**config.mk**
```make
export PLATFORM = sky130hd
export DESIGN_NAME = reveal_sequencer
export DESIGN_NICKNAME = d
export VERILOG_FILES = /design/src/rtl/minesweeper_pkg.sv /design/src/rtl/neighbor_mask.sv /design/src/rtl/reveal_sequencer.sv
export SDC_FILE = /design/constraint.sdc
export NUM_CORES = 1
export LEC_CHECK = 0
export ABC_AREA = 1
export BUFFER_PORTS_ARGS = -buffer_cell sky130_fd_sc_hd__buf_2
export CAP_MARGIN = 15
export CELL_PAD_IN_SITES_DETAIL_PLACEMENT = 1
export CELL_PAD_IN_SITES_GLOBAL_PLACEMENT = 1
export CORE_MARGIN = 4
export CORE_UTILIZATION = 25
export DETAILED_ROUTE_END_ITERATION = 7
export PLACE_DENSITY_LB_ADDON = 0.1
export SLEW_MARGIN = 20
export SYNTH_ARGS = -nofsm -noshare
export SYNTH_HDL_FRONTEND = slang
export SYNTH_SLANG_ARGS = --single-unit
```
**constraint.sdc**
```tcl
create_clock -name clock -period 1.78 [get_ports clock]
set_input_delay 0.267 -clock clock [delete_from_list [all_inputs] [get_ports clock]]
set_output_delay 0.267 -clock clock [all_outputs]
set_load 0.1 [all_outputs]
```
**src/rtl/minesweeper_pkg.sv**
```systemverilog
// minesweeper_pkg: shared FSM encoding, cell-count type and board defaults.
package minesweeper_pkg;

    localparam int DEF_GRID_SIZE  = 3;
    localparam int DEF_STATE_SIZE = 4;

    typedef enum logic [1:0] {IDLE, LOAD, SCAN, DONE} seq_state_t;

    typedef logic [DEF_STATE_SIZE-1:0] cell_count_t;

    function automatic int coord_w(input int n);
        return (n > 1) ? $clog2(n) : 1;
    endfunction

endpackage

```
**src/rtl/neighbor_mask.sv**
```systemverilog
// neighbor_mask: in-grid 8-neighbour mask of cell (row, col); edges never wrap.
module neighbor_mask
    import minesweeper_pkg::*;
#(
    parameter int GRID_SIZE = DEF_GRID_SIZE,
    localparam int N = GRID_SIZE * GRID_SIZE,
    localparam int CW = coord_w(GRID_SIZE)
) (
    input  logic [CW-1:0] row,
    input  logic [CW-1:0] col,
    output logic [N-1:0]  mask
);

    always_comb begin
        mask = '0;
        for (int r = 0; r < GRID_SIZE; r++)
            for (int c = 0; c < GRID_SIZE; c++)
                mask[r*GRID_SIZE+c] = (r != int'(row) || c != int'(col)) &&
                                      (r - int'(row) <= 1) && (int'(row) - r <= 1) &&
                                      (c - int'(col) <= 1) && (int'(col) - c <= 1);
    end

endmodule

```
**src/rtl/reveal_sequencer.sv**
```systemverilog
// reveal_sequencer: reveals the cursor cell(s) and flood-fills zero-count
// regions by repeated raster passes until a pass adds nothing.
module reveal_sequencer
    import minesweeper_pkg::*;
#(
    parameter int GRID_SIZE  = DEF_GRID_SIZE,
    parameter int STATE_SIZE = DEF_STATE_SIZE,
    localparam int N  = GRID_SIZE * GRID_SIZE,
    localparam int CW = coord_w(GRID_SIZE),
    localparam int IW = coord_w(N)
) (
    input  logic                  clock,
    input  logic                  reset,
    input  logic                  start,
    input  logic [N-1:0]          cursorGrid,
    input  logic [N-1:0]          bombGrid,
    input  logic [STATE_SIZE*N-1:0] states,
    input  logic [N-1:0]          revealIn,
    output logic [N-1:0]          revealOut,
    output logic                  busy,
    output logic                  done,
    output logic                  hitBomb
);

    seq_state_t state, state_n;
    logic [CW-1:0] row, col;
    logic [IW-1:0] idx;
    logic changed;
    logic [N-1:0] zero_map, nb, scan_reveal;
    logic expand, chg_now, last, load_hit, load_scan;

    neighbor_mask #(.GRID_SIZE(GRID_SIZE)) u_nb (.row(row), .col(col), .mask(nb));

    always_comb begin
        zero_map = '0;
        for (int i = 0; i < N; i++)
            zero_map[i] = states[i*STATE_SIZE +: STATE_SIZE] == '0;
    end

    assign load_hit    = |(cursorGrid & bombGrid);
    assign load_scan   = !load_hit && |(cursorGrid & zero_map);
    assign expand      = revealOut[idx] && !bombGrid[idx] && zero_map[idx];
    assign scan_reveal = expand ? (revealOut | nb) : revealOut;
    assign chg_now     = changed || (scan_reveal != revealOut);
    assign last        = idx == IW'(N - 1);
    assign busy        = state != IDLE;
    assign done        = state == DONE;

    always_comb begin
        state_n = state;
        unique case (state)
            IDLE: state_n = start ? LOAD : IDLE;
            LOAD: state_n = load_scan ? SCAN : DONE;
            SCAN: state_n = (last && !chg_now) ? DONE : SCAN;
            DONE: state_n = IDLE;
        endcase
    end

    always_ff @(posedge clock) begin
        if (reset) begin
            state     <= IDLE;
            revealOut <= '0;
            hitBomb   <= 1'b0;
            row       <= '0;
            col       <= '0;
            idx       <= '0;
            changed   <= 1'b0;
        end else begin
            state <= state_n;
            if (state == LOAD) begin
                revealOut <= revealIn | cursorGrid;
                hitBomb   <= load_hit;
                row       <= '0;
                col       <= '0;
                idx       <= '0;
                changed   <= 1'b0;
            end else if (state == SCAN) begin
                revealOut <= scan_reveal;
                // Row/col counters track idx so no divide is needed for the mask.
                if (last) begin
                    row     <= '0;
                    col     <= '0;
                    idx     <= '0;
                    changed <= 1'b0;
                end else begin
                    changed <= chg_now;
                    idx     <= idx + IW'(1);
                    col     <= (col == CW'(GRID_SIZE - 1)) ? '0 : col + CW'(1);
                    row     <= (col == CW'(GRID_SIZE - 1)) ? row + CW'(1) : row;
                end
            end
        end
    end

endmodule

```
==> results.cfg, run 1 <==
[cts]
cts_buffers = 3
cts.htree.levels = 1
clock_insertion_delay_worst_skew_ns = 0.27
path_clk_slew_ns = 0.08
cts-hold-fix-buffers = 0
tritoncts = yes
ctsRootBufferMaster = sky130_fd_sc_hd__clkbuf_8
ctsLongestPathBuffers = 2
cts.sink_count = 21

[placement]
hpwl_um = 6230
gp_congestion = 0.765
pre_cts_ws_ns = -0.148
dpl.cell_count = 490
buffers_added_on_ports = 77

[routing]
routed-via-count = 2333
routed-wl-met2_um = 3580
wl_per_cell_um = 14.9
drt_initial_violations = 69
drcViolationCount = 0
drt-vias-per-instance = 4.71
routed_wirelength_um = 7380
detailedRoute.firstPassIterationCount = 4
wl_met3_um = 427
antenna_left = 0
topRoutingLayerUsed = met4
routedLengthMet1_um = 3310

[power]
power.total_mw = 3.14
power_per_cell_area_mw_per_mm2 = 1200
cellInternalPower_mw = 1.37
power.share.switching = 0.565
p_clk_frac = 0.105
cellLeakagePower_nw = 1.30
vdd.ir_drop.worst_mv = 0.866
seq_power_share = 0.238
power.net_switching_mw = 1.77
pwr-share-comb = 0.657

[grt]
track_usage = 0.164
antenna_found_initial = 0
grt_max_degree = 15
grt-ovfl-total = 0
first_global_vias = 2313
global_route_wire_length_before_repair_um = 11400

[worst_hold_path]
hold_path_class = in -> reg
hold_path_depth = 3

[timing]
clock_skew_ns = 0.00163
final.period_utilization = 1.02
max_slew.worst_pin.slew_ns = 0.496
endpoints_failing_hold = 0
fin_ws_ns = -0.0355
setup-violations-final = 2
slew_viol_final = 0
timing.slew.headroom = 0.671
finalWorstPathRequiredPeriod_ns = 1.82
timing.hold.ws_ns = 0.302
max_freq_ghz = 0.551
setup_repair_after_global_routing_missed_its_margin = yes

[run_status]
failed_checks = setup timing
status = finished, violations left

[synth]
syn_avg_cell_area_um2 = 6.14
synth.ff_latch_count = 21
synth_top_flop_cell = sky130_fd_sc_hd__dfxtp_1
synth_fp_nets = 378
yosysWarningCount = 0
postSynthCellCount = 300
synth_cell_types = 33
postSynth.asyncResetShare = 0
synth-edff-count = 0
seq_area_frac_synth = 0.228
synth_area_mm2 = 0.00184

[final_layout]
diode_count = 0
most-common-layout-cells = sky130_fd_sc_hd__buf_2 (77), sky130_fd_sc_hd__nand2_1 (71), sky130_fd_sc_hd__inv_1 (39)
drive_above_1_share = 0.346
post_layout_nonfiller_instances = 495
final_common_cell = sky130_fd_sc_hd__buf_2
fin_nets = 475
areaGrowthSynthToFinish_pct = 42.8

[flow_run]
max_cap_viol_count = 0

[critical_path]
worst-path-max-fanout = 8
worst-endpoint-required_ns = 1.94
kind_of_end_point_of_the_critical_path = register
worstSetupPathType = reg -> reg
r2r_cells = 13
crit_path_start_kind = register
timing.critical_path.arrival_ns = 1.97

[floorplan]
core_region_area_mm2 = 0.00721
dieArea_mm2 = 0.00880
ios = 78
fp.dieH_um = 93.8
die_span_x_um = 93.8
effective_utilization_at_floorplan = 0.255
floorplan.rows = 31
flip-flops by register name (all words and copies together) (netlist names):
register and cells:
state 2, row 2, changed 1, idx 4, hitBomb 1, col 2
revealOut 9
critical path: stages (launching register included):
cell and delay [ns]:
sky130_fd_sc_hd__dfxtp_4 0.39, sky130_fd_sc_hd__or2_1 0.24, sky130_fd_sc_hd__nand3_1 0.07, sky130_fd_sc_hd__nand3_1 0.12, sky130_fd_sc_hd__nand3_2 0.10, sky130_fd_sc_hd__nand2_2 0.08
sky130_fd_sc_hd__nor2_8 0.16, sky130_fd_sc_hd__nand2_4 0.09, sky130_fd_sc_hd__nor2_4 0.09, sky130_fd_sc_hd__nand2_1 0.05, sky130_fd_sc_hd__nand2_1 0.06, sky130_fd_sc_hd__nor2_2 0.05
sky130_fd_sc_hd__nand4_1 0.13, sky130_fd_sc_hd__a21oi_2 0.07
final timing paths:
path,to,slack [ns],start
worst max-delay path,state[0],-0.04,idx[0]
worst min-delay path,state[0],0.30,start
worst max register to register,state[0],-0.04,idx[0]
worst min register to register,revealOut[1],0.49,revealOut[1]
synthesized netlist by cell type, types with 2 or more instances:
library cell               number  share of area
sky130_fd_sc_hd__nand2_4        2          0.012
sky130_fd_sc_hd__nand4_1       12          0.041
sky130_fd_sc_hd__inv_1         39          0.080
sky130_fd_sc_hd__nand3_1       25          0.068
sky130_fd_sc_hd__a31oi_1        2         0.0068
sky130_fd_sc_hd__nand3_2        2          0.011
sky130_fd_sc_hd__clkbuf_1       4         0.0082
sky130_fd_sc_hd__ha_1          12          0.082
sky130_fd_sc_hd__inv_2          6          0.012
sky130_fd_sc_hd__buf_2          2         0.0054
sky130_fd_sc_hd__xor2_1         2         0.0095
sky130_fd_sc_hd__o22ai_1        4          0.014
sky130_fd_sc_hd__o31ai_1        2         0.0082
sky130_fd_sc_hd__nor2_1        39          0.080
sky130_fd_sc_hd__nor4_1         2         0.0068
sky130_fd_sc_hd__nand2_1       73           0.15
sky130_fd_sc_hd__nor2_2         3          0.010
sky130_fd_sc_hd__nor3_1         3         0.0082
sky130_fd_sc_hd__o21ai_0        5          0.014
sky130_fd_sc_hd__o311ai_1       7          0.033
sky130_fd_sc_hd__dfxtp_1       21           0.23
sky130_fd_sc_hd__a21oi_1       22          0.060
stage by stage:
| step | TNS, ns | instance area (um^2) | util |
|---|---|---|---|
| floorplan | 0 | 1870 | - |
| global placement | -0.336 | 2500 | 0.347 |
| detailed placement | -0.744 | 2500 | 0.347 |
| CTS | -0.0132 | 2570 | 0.357 |
| global route | -1.38 | 2630 | 0.364 |
| finish | -0.0367 | 2630 | 0.364 |
per-layer routing:
metal  GRT usage  vias to the layer above
met5           0                        -
met4      0.0325                        0
met3      0.0240                        5
met2       0.284                       61
met1       0.215                     1081
li1            -                     1186
area by class of cell:
class	count	area, um^2
well taps	99	124
clock buffers	4	45.0
inverters	46	176
flip-flops and latches	21	459
multi-input cells	226	1260
fillers	997	4590
repair buffers	99	566
kinds of logic after synthesis:
| group | share of synthesized area |
|---|---|
| AND/OR/NAND/NOR | 0.410 |
| adder cells (fa/ha/maj) | 0.0816 |
| AO/OA/AOI/OAI | 0.156 |
| XOR/XNOR | 0.00952 |
| flip-flops | 0.228 |
| buffers and inverters | 0.114 |
power by group through the flow:
stage | Sequential [mW] | Combinational [mW] | Clock, mW
2_1_floorplan | 1.19 | 1.01 | 0
3_3_place_gp | 0.739 | 1.99 | 0
3_5_place_dp | 0.744 | 2.02 | 0
4_1_cts | 0.745 | 2.04 | 0.345
5_1_grt | 0.769 | 2.25 | 0.369
6_report | 0.748 | 2.07 | 0.329
timing repair:
item                       CTS  global route
pin swaps                    0            13
resized for setup            8            14
buffers inserted             0             1
setup endpoints to repair   10            11
No activity file was read; power rests on OpenSTA's default activity.
==> inputs of run 2 (changes only) <==
Settings changed: SYNTH_HIERARCHICAL set to 1.
==> run 2 against run 1 <==
Net effect:
- the run still ends with setup timing left
- fmax shrank 0.84%
- non-clock buffer count is 6 higher
- sequential share of layout area down 0.44 points
- first-iteration DRC count grew 49%
- count of clock-buffer cells in the layout down 1
- worst setup slack got worse by 0.015 ns
- combinational power is 18% lower
- sequential power is 7.9% lower
- register-to-register slack worse by 0.02 ns
- flip-flop and latch count unchanged
- cell count increased by 0.61%
- critical path depth fell by 2
- largest power group unchanged
- highest routed layer unchanged
==> results.cfg, run 2 <==
[run_status]
status = finished, violations left
failed_checks = setup timing

[synth]
synth-edff-count = 0
postSynthCellCount = 298
synth_fp_nets = 371
syn_avg_cell_area_um2 = 6.35
synth_top_flop_cell = sky130_fd_sc_hd__dfxtp_1
synth.area.top_cells = sky130_fd_sc_hd__dfxtp_1 (22%), sky130_fd_sc_hd__nand2_1 (13%), sky130_fd_sc_hd__a21oi_2 (8.8%)
synth.cells.most_frequent = sky130_fd_sc_hd__nand2_1 (63), sky130_fd_sc_hd__inv_1 (36), sky130_fd_sc_hd__nor2_1 (35), sky130_fd_sc_hd__nand3_1 (28), sky130_fd_sc_hd__dfxtp_1 (21)
postSynth.asyncResetShare = 0
post-synth-top-area-cell = sky130_fd_sc_hd__dfxtp_1
seq_area_frac_synth = 0.222
synth.ff_latch_count = 21
synth_cell_types = 35
yosys.cell_count.top_type = sky130_fd_sc_hd__nand2_1
synth_area_mm2 = 0.00189
yosysWarningCount = 6
synth_largest_type_area_fraction = 0.222

[final_layout]
layout.core_utilization = 0.369
fin_nets = 473
largest_register_ffs = 9
final_common_cell = sky130_fd_sc_hd__buf_2
filler_cells = 991
drive_above_1_share = 0.424
max_flop_register = revealOut
most-common-layout-cells = sky130_fd_sc_hd__buf_2 (77), sky130_fd_sc_hd__nand2_1 (62), sky130_fd_sc_hd__nor2_1 (34)
post_layout_nonfiller_instances = 498
layout_top_registers = revealOut: 9 flops, idx: 4 flops
areaGrowthSynthToFinish_pct = 42.1
diode_count = 0

[worst_hold_path]
hp-start = revealIn[0]
worstHoldEndpoint = revealOut[0]
hold_path_class = in -> reg
hold_path_depth = 3

[critical_path]
worst_path_most_repeated_cell = sky130_fd_sc_hd__a21oi_2
critPathBufInv = 2
worst-path-max-fanout = 6
kind_of_end_point_of_the_critical_path = register
crit_path_cell_trace = buf_12 > nor4_4 > nand2_1 > nand2_2 > inv_4 > nor2_8 > and2_4 > nand2_4 > a21oi_2 > o21ai_1 > a21oi_2
timing.critical_path.max_delay_family = simple AND/OR/NAND/NOR gates
worst-endpoint-required_ns = 1.99
worstSetupPathType = reg -> reg
crit-reg2reg-launch = idx[0]
timing.critical_path.arrival_ns = 2.04
worst-r2r-setup-slack_ns = -0.05
r2r-end = revealOut[0]
timing.critical_path.slowest_cell_delay_ns = 0.38
cpMaxStageDelayCell = sky130_fd_sc_hd__dfxtp_4
r2r_cells = 11
crit_path_start_kind = register

[routing]
wl_per_cell_um = 14.6
antenna_left = 0
detailedRoute.firstPassIterationCount = 4
routed-via-count = 2297
drcViolationCount = 0
routed_wirelength_um = 7250
topRoutingLayerUsed = met4
routedLengthMet1_um = 3530
routed-wl-met2_um = 3360
drt_initial_violations = 103
drt-vias-per-instance = 4.61
wl_met3_um = 317

[timing]
timing.hold.ws_ns = 0.288
max_slew.worst_pin.slew_ns = 0.509
setup_repair_after_global_routing_missed_its_margin = yes
endpoints_failing_hold = 0
setup-violations-final = 7
fin_ws_ns = -0.0509
timing.slew.headroom = 0.663
finalWorstPathRequiredPeriod_ns = 1.83
clock_skew_ns = 0.0134
final.period_utilization = 1.03
slew_viol_final = 0
max_freq_ghz = 0.546

[flow_run]
max_cap_viol_count = 0

[power]
power.net_switching_mw = 1.48
p_clk_frac = 0.126
power_per_cell_area_mw_per_mm2 = 1010
cellInternalPower_mw = 1.25
vdd.ir_drop.worst_mv = 0.789
cellLeakagePower_nw = 1.25
seq_power_share = 0.253
pwr-share-comb = 0.622
power.share.switching = 0.542
power.total_mw = 2.73

[cts]
cts-hold-fix-buffers = 0
cts_buffers = 3
ctsLongestPathBuffers = 2
tritoncts = yes
clock_insertion_delay_worst_skew_ns = 0.27
cts.htree.levels = 1
ctsRootBufferMaster = sky130_fd_sc_hd__clkbuf_8
path_clk_slew_ns = 0.10
cts.sink_count = 21

[placement]
buffers_added_on_ports = 77
dpl.cell_count = 491
pre_cts_ws_ns = -0.155
gp_congestion = 0.841
hpwl_um = 6100

[grt]
track_usage = 0.164
grt_max_degree = 14
antenna_found_initial = 0
grt-ovfl-total = 0
first_global_vias = 2399
global_route_wire_length_before_repair_um = 11500

[floorplan]
floorplan.rows = 31
fp.dieH_um = 95.0
core_region_area_mm2 = 0.00729
dieArea_mm2 = 0.00902
effective_utilization_at_floorplan = 0.259
die_span_x_um = 95.0
ios = 78
==> run 2: cell types whose count changed after synthesis, sizes merged, moves of 3 or more <==
| cell | before | now |
|---|---|---|
| nand2 | 76 | 68 |
| inv | 45 | 40 |
| o311ai | 7 | 0 |
| a21oi | 22 | 34 |
| buf | 3 | 6 |
| o21ai | 6 | 24 |
| ha | 12 | 7 |
| nor2 | 43 | 39 |
==> run 2: tightest hold or removal path: stages <==
cell	delay [ns]
sky130_fd_sc_hd__buf_2	0.08
sky130_fd_sc_hd__o21ai_1	0.08
sky130_fd_sc_hd__a21oi_2	0.11
==> run 2: cell type report <==
type                    instances  area [um^2]  share of cell area
clock buffers                   3         41.3              0.0154
clock inverters                 1         6.26             0.00233
inverters                      40          153              0.0568
multi-input cells             229         1280               0.475
flip-flops and latches         21          458               0.170
well taps                      99          124              0.0461
repair buffers                105          628               0.234
==> run 2: timing repair <==
action / CTS / global route
buffers inserted: 1 / 1
pin swaps: 9 / 6
setup endpoints to repair: 11 / 12
cloned: 1 / 0
endpoints found under the hold margin: 0 / 0
resized for setup: 9 / 3
==> run 2: stage by stage <==
stage | setup TNS, ns | area [um^2]
2_1_floorplan | -0.0406 | 1920
5_1_grt | -1.81 | 2690
6_report | -0.219 | 2690
3_3_place_gp | -0.417 | 2580
4_1_cts | -0.629 | 2670
3_5_place_dp | -0.808 | 2580
==> run 2: worst max-delay path by stage <==
stage | startpoint | endpoint | slack [ns] | cells after the start
final | idx[0] | revealOut[0] | -0.05 | 11
after global routing | idx[0] | revealOut[8] | -0.22 | 12
after CTS | idx[0] | revealOut[0] | -0.08 | 11
after floorplan | revealOut[1] | state[0] | -0.03 | 15
after global placement | idx[0] | state[0] | -0.11 | 11
after detailed placement | idx[1] | state[0] | -0.16 | 11
==> run 2: power by group through the flow <==
stage                     logic (mW)  clock network (mW)  registers (mW)
after floorplan                0.864                   0            1.01
after global placement          1.66                   0           0.694
after detailed placement        1.67                   0           0.700
after CTS                       1.71               0.366           0.693
after global routing            1.85               0.380           0.707
final                           1.70               0.343           0.689
==> run 2: cell families after synthesis <==
kind of cell / count (synthesis) / share of synthesized area
AOI/OAI and AO/OA: 67 / 0.228
xor gates and xnor gates: 2 / 0.00926
adders and majority gates: 7 / 0.0463
buffers and inverters: 49 / 0.118
DFF: 21 / 0.222
and+or+nand+nor: 152 / 0.377
==> run 2: layer usage <==
metal / global-route usage / vias up
met4: 0.0204 / 0
met5: 0 / -
met1: 0.219 / 1053
met3: 0.0303 / 4
met2: 0.280 / 46
li1: - / 1194
==> inputs of run 3 (changes only) <==
==> constraint.sdc (replaced) <==
create_clock -name clock -period 1.78 [get_ports clock]
set_input_delay 0.356 -clock clock [delete_from_list [all_inputs] [get_ports clock]]
set_output_delay 0.356 -clock clock [all_outputs]
set_load 0.1 [all_outputs]
==> run 3 against run 2 <==
Net effect:
- the flow still finishes with violations (setup timing)
- hold slack better by 0.086 ns
- sequential share of layout area is 0.63 points lower
- core utilization rose by 1.4 points
- largest power group unchanged
- sequential power grew 0.9%
- worst setup slack worse by 0.062 ns
- via count rose by 3.1%
- cell count grew 1.4%
- die area unchanged
- global-route usage increased by 0.81 points
- wire length up 3.4%
- combinational power is 5% higher
==> results.cfg, run 3 (synthesis results as in run 2) <==
[timing]
setup-violations-final = 11
finalWorstPathRequiredPeriod_ns = 1.89
max_slew.worst_pin.slew_ns = 0.514
final.period_utilization = 1.06
clock_skew_ns = 0.00897
fin_ws_ns = -0.113
max_freq_ghz = 0.528
endpoints_failing_hold = 0
slew_viol_final = 0
finalSetupTns_ns = -0.731
timing.hold.ws_ns = 0.374
timing.slew.headroom = 0.660
setup_repair_after_global_routing_missed_its_margin = yes

[routing]
drcViolationCount = 0
antenna_left = 0
routed-via-count = 2369
drt-vias-per-instance = 4.69
routed_wirelength_um = 7500
wl_per_cell_um = 14.8
detailedRoute.firstPassIterationCount = 4
drt_initial_violations = 93

[run_status]
status = finished, violations left
failed_checks = setup timing

[cts]
cts.htree.levels = 1
cts_buffers = 3
clock_insertion_delay_worst_skew_ns = 0.27
tritoncts = yes
cts-hold-fix-buffers = 0
ctsRootBufferMaster = sky130_fd_sc_hd__clkbuf_8
path_clk_slew_ns = 0.09
ctsLongestPathBuffers = 2
cts.sink_count = 21

[floorplan]
effective_utilization_at_floorplan = 0.259
fp.dieH_um = 95.0
dieArea_mm2 = 0.00902
floorplan.rows = 31
core_region_area_mm2 = 0.00729
ios = 78
die_span_x_um = 95.0

[grt]
grt_max_degree = 14
antenna_found_initial = 0
first_global_vias = 2502
track_usage = 0.172
global_route.usage.met1 = 0.234
grt_use_met2 = 0.297
groute.layer.met3.usage = 0.0255
grt-ovfl-total = 0
global_route_wire_length_before_repair_um = 12200
grt.busiest_layer = met2

[flow_run]
max_cap_viol_count = 0

[critical_path]
crit_path_start_kind = register
timing.critical_path.arrival_ns = 2.11
timing.critical_path.slowest_cell_delay_ns = 0.38
worst-endpoint-required_ns = 2.00
crit_path_cell_trace = buf_4 > nand2_2 > nor2_1 > nor2_2 > nand2_1 > nand3_1 > nand2_2 > buf_4 > nand4_1 > nand3_2 > nor2_2 > nand3_2 > a21oi_2
worstSetupPathType = reg -> reg
cpMaxStageDelayCell = sky130_fd_sc_hd__dfxtp_4
kind_of_end_point_of_the_critical_path = register
worst-path-max-fanout = 8

[final_layout]
layout.core_utilization = 0.383
post_layout_nonfiller_instances = 505
layout_top_registers = revealOut: 9 flops, idx: 4 flops
drive_above_1_share = 0.441
areaGrowthSynthToFinish_pct = 47.6
final_common_cell = sky130_fd_sc_hd__buf_2
max_flop_register = revealOut
largest_register_ffs = 9
diode_count = 0
final_cell_area_mm2 = 0.00279
most-common-layout-cells = sky130_fd_sc_hd__buf_2 (76), sky130_fd_sc_hd__nand2_1 (63), sky130_fd_sc_hd__nor2_1 (33)
fin_nets = 480

[placement]
gp_congestion = 0.825
hpwl_um = 6350
post_dp_cell_area_mm2 = 0.00266
buffers_added_on_ports = 77
dpl.cell_count = 497

[power]
cellLeakagePower_nw = 1.30
power_per_cell_area_mw_per_mm2 = 1010
vdd.ir_drop.worst_mv = 0.683

[worst_hold_path]
hold_path_class = in -> reg
==> run 3: cell types whose count changed in the layout (fill, tap and decap cells not counted), moves of 2 or more <==
cell                      previous run  this run
sky130_fd_sc_hd__o21ai_1             9         7
sky130_fd_sc_hd__o21ai_2             0         2
sky130_fd_sc_hd__nor2_4              0         3
sky130_fd_sc_hd__buf_12              2         4
sky130_fd_sc_hd__nor2_2              4         2
sky130_fd_sc_hd__buf_4              24        31
==> run 3: path summary, 6_finish.rpt <==
check,start,to,slack [ns],depth (start not counted)
worst max register to register,idx[0],state[0],-0.11,13
worst min-delay path,revealIn[0],revealOut[0],0.37,3
worst min register to register,revealOut[3],revealOut[3],0.53,2
worst max-delay path,idx[0],state[0],-0.11,13
==> run 3: final cells by class <==
class | instances | area [um^2]
Clock buffer | 3 | 41.3
Clock inverter | 1 | 6.26
Fill cell | 1008 | 4500
Inverter | 40 | 153
Multi-Input combinational cell | 229 | 1310
Sequential cell | 21 | 458
Tap cell | 99 | 124
Timing Repair Buffer | 112 | 704
==> run 3: timing repair <==
item | in CTS | in global routing
gates resized for setup | 9 | 7
endpoints found under the setup margin | 12 | 12
buffers inserted | 2 | 1
pin swaps | 15 | 9
gates cloned | 1 | 0
==> run 3: through the flow <==
step | setup WS (ns) | power (mW)
floorplan | -0.0301 | 1.87
global placement | -0.144 | 2.42
detailed placement | -0.226 | 2.45
CTS | -0.120 | 2.84
global route | -0.257 | 3.03
finish | -0.113 | 2.83
==> run 3: worst max-delay path: cells and delay by family, from the launching register on <==
kind            cells  cell delay (ns)
buf+inv             2             0.34
flops               1             0.38
simple gates       10             1.00
compound gates      1             0.11
==> run 3: metal layers <==
layer / share of wire / vias up
li1: - / 1204
met1: 0.47 / 1118
met2: 0.48 / 45
met3: 0.043 / 2
met4: 0.0039 / 0
met5: 0 / -
==> run 3: power by group <==
part           total, mW  switching [mW]  internal [mW]
clock network      0.345           0.185          0.160
registers          0.695           0.121          0.574
logic               1.79            1.20          0.584
total               2.83            1.51           1.32
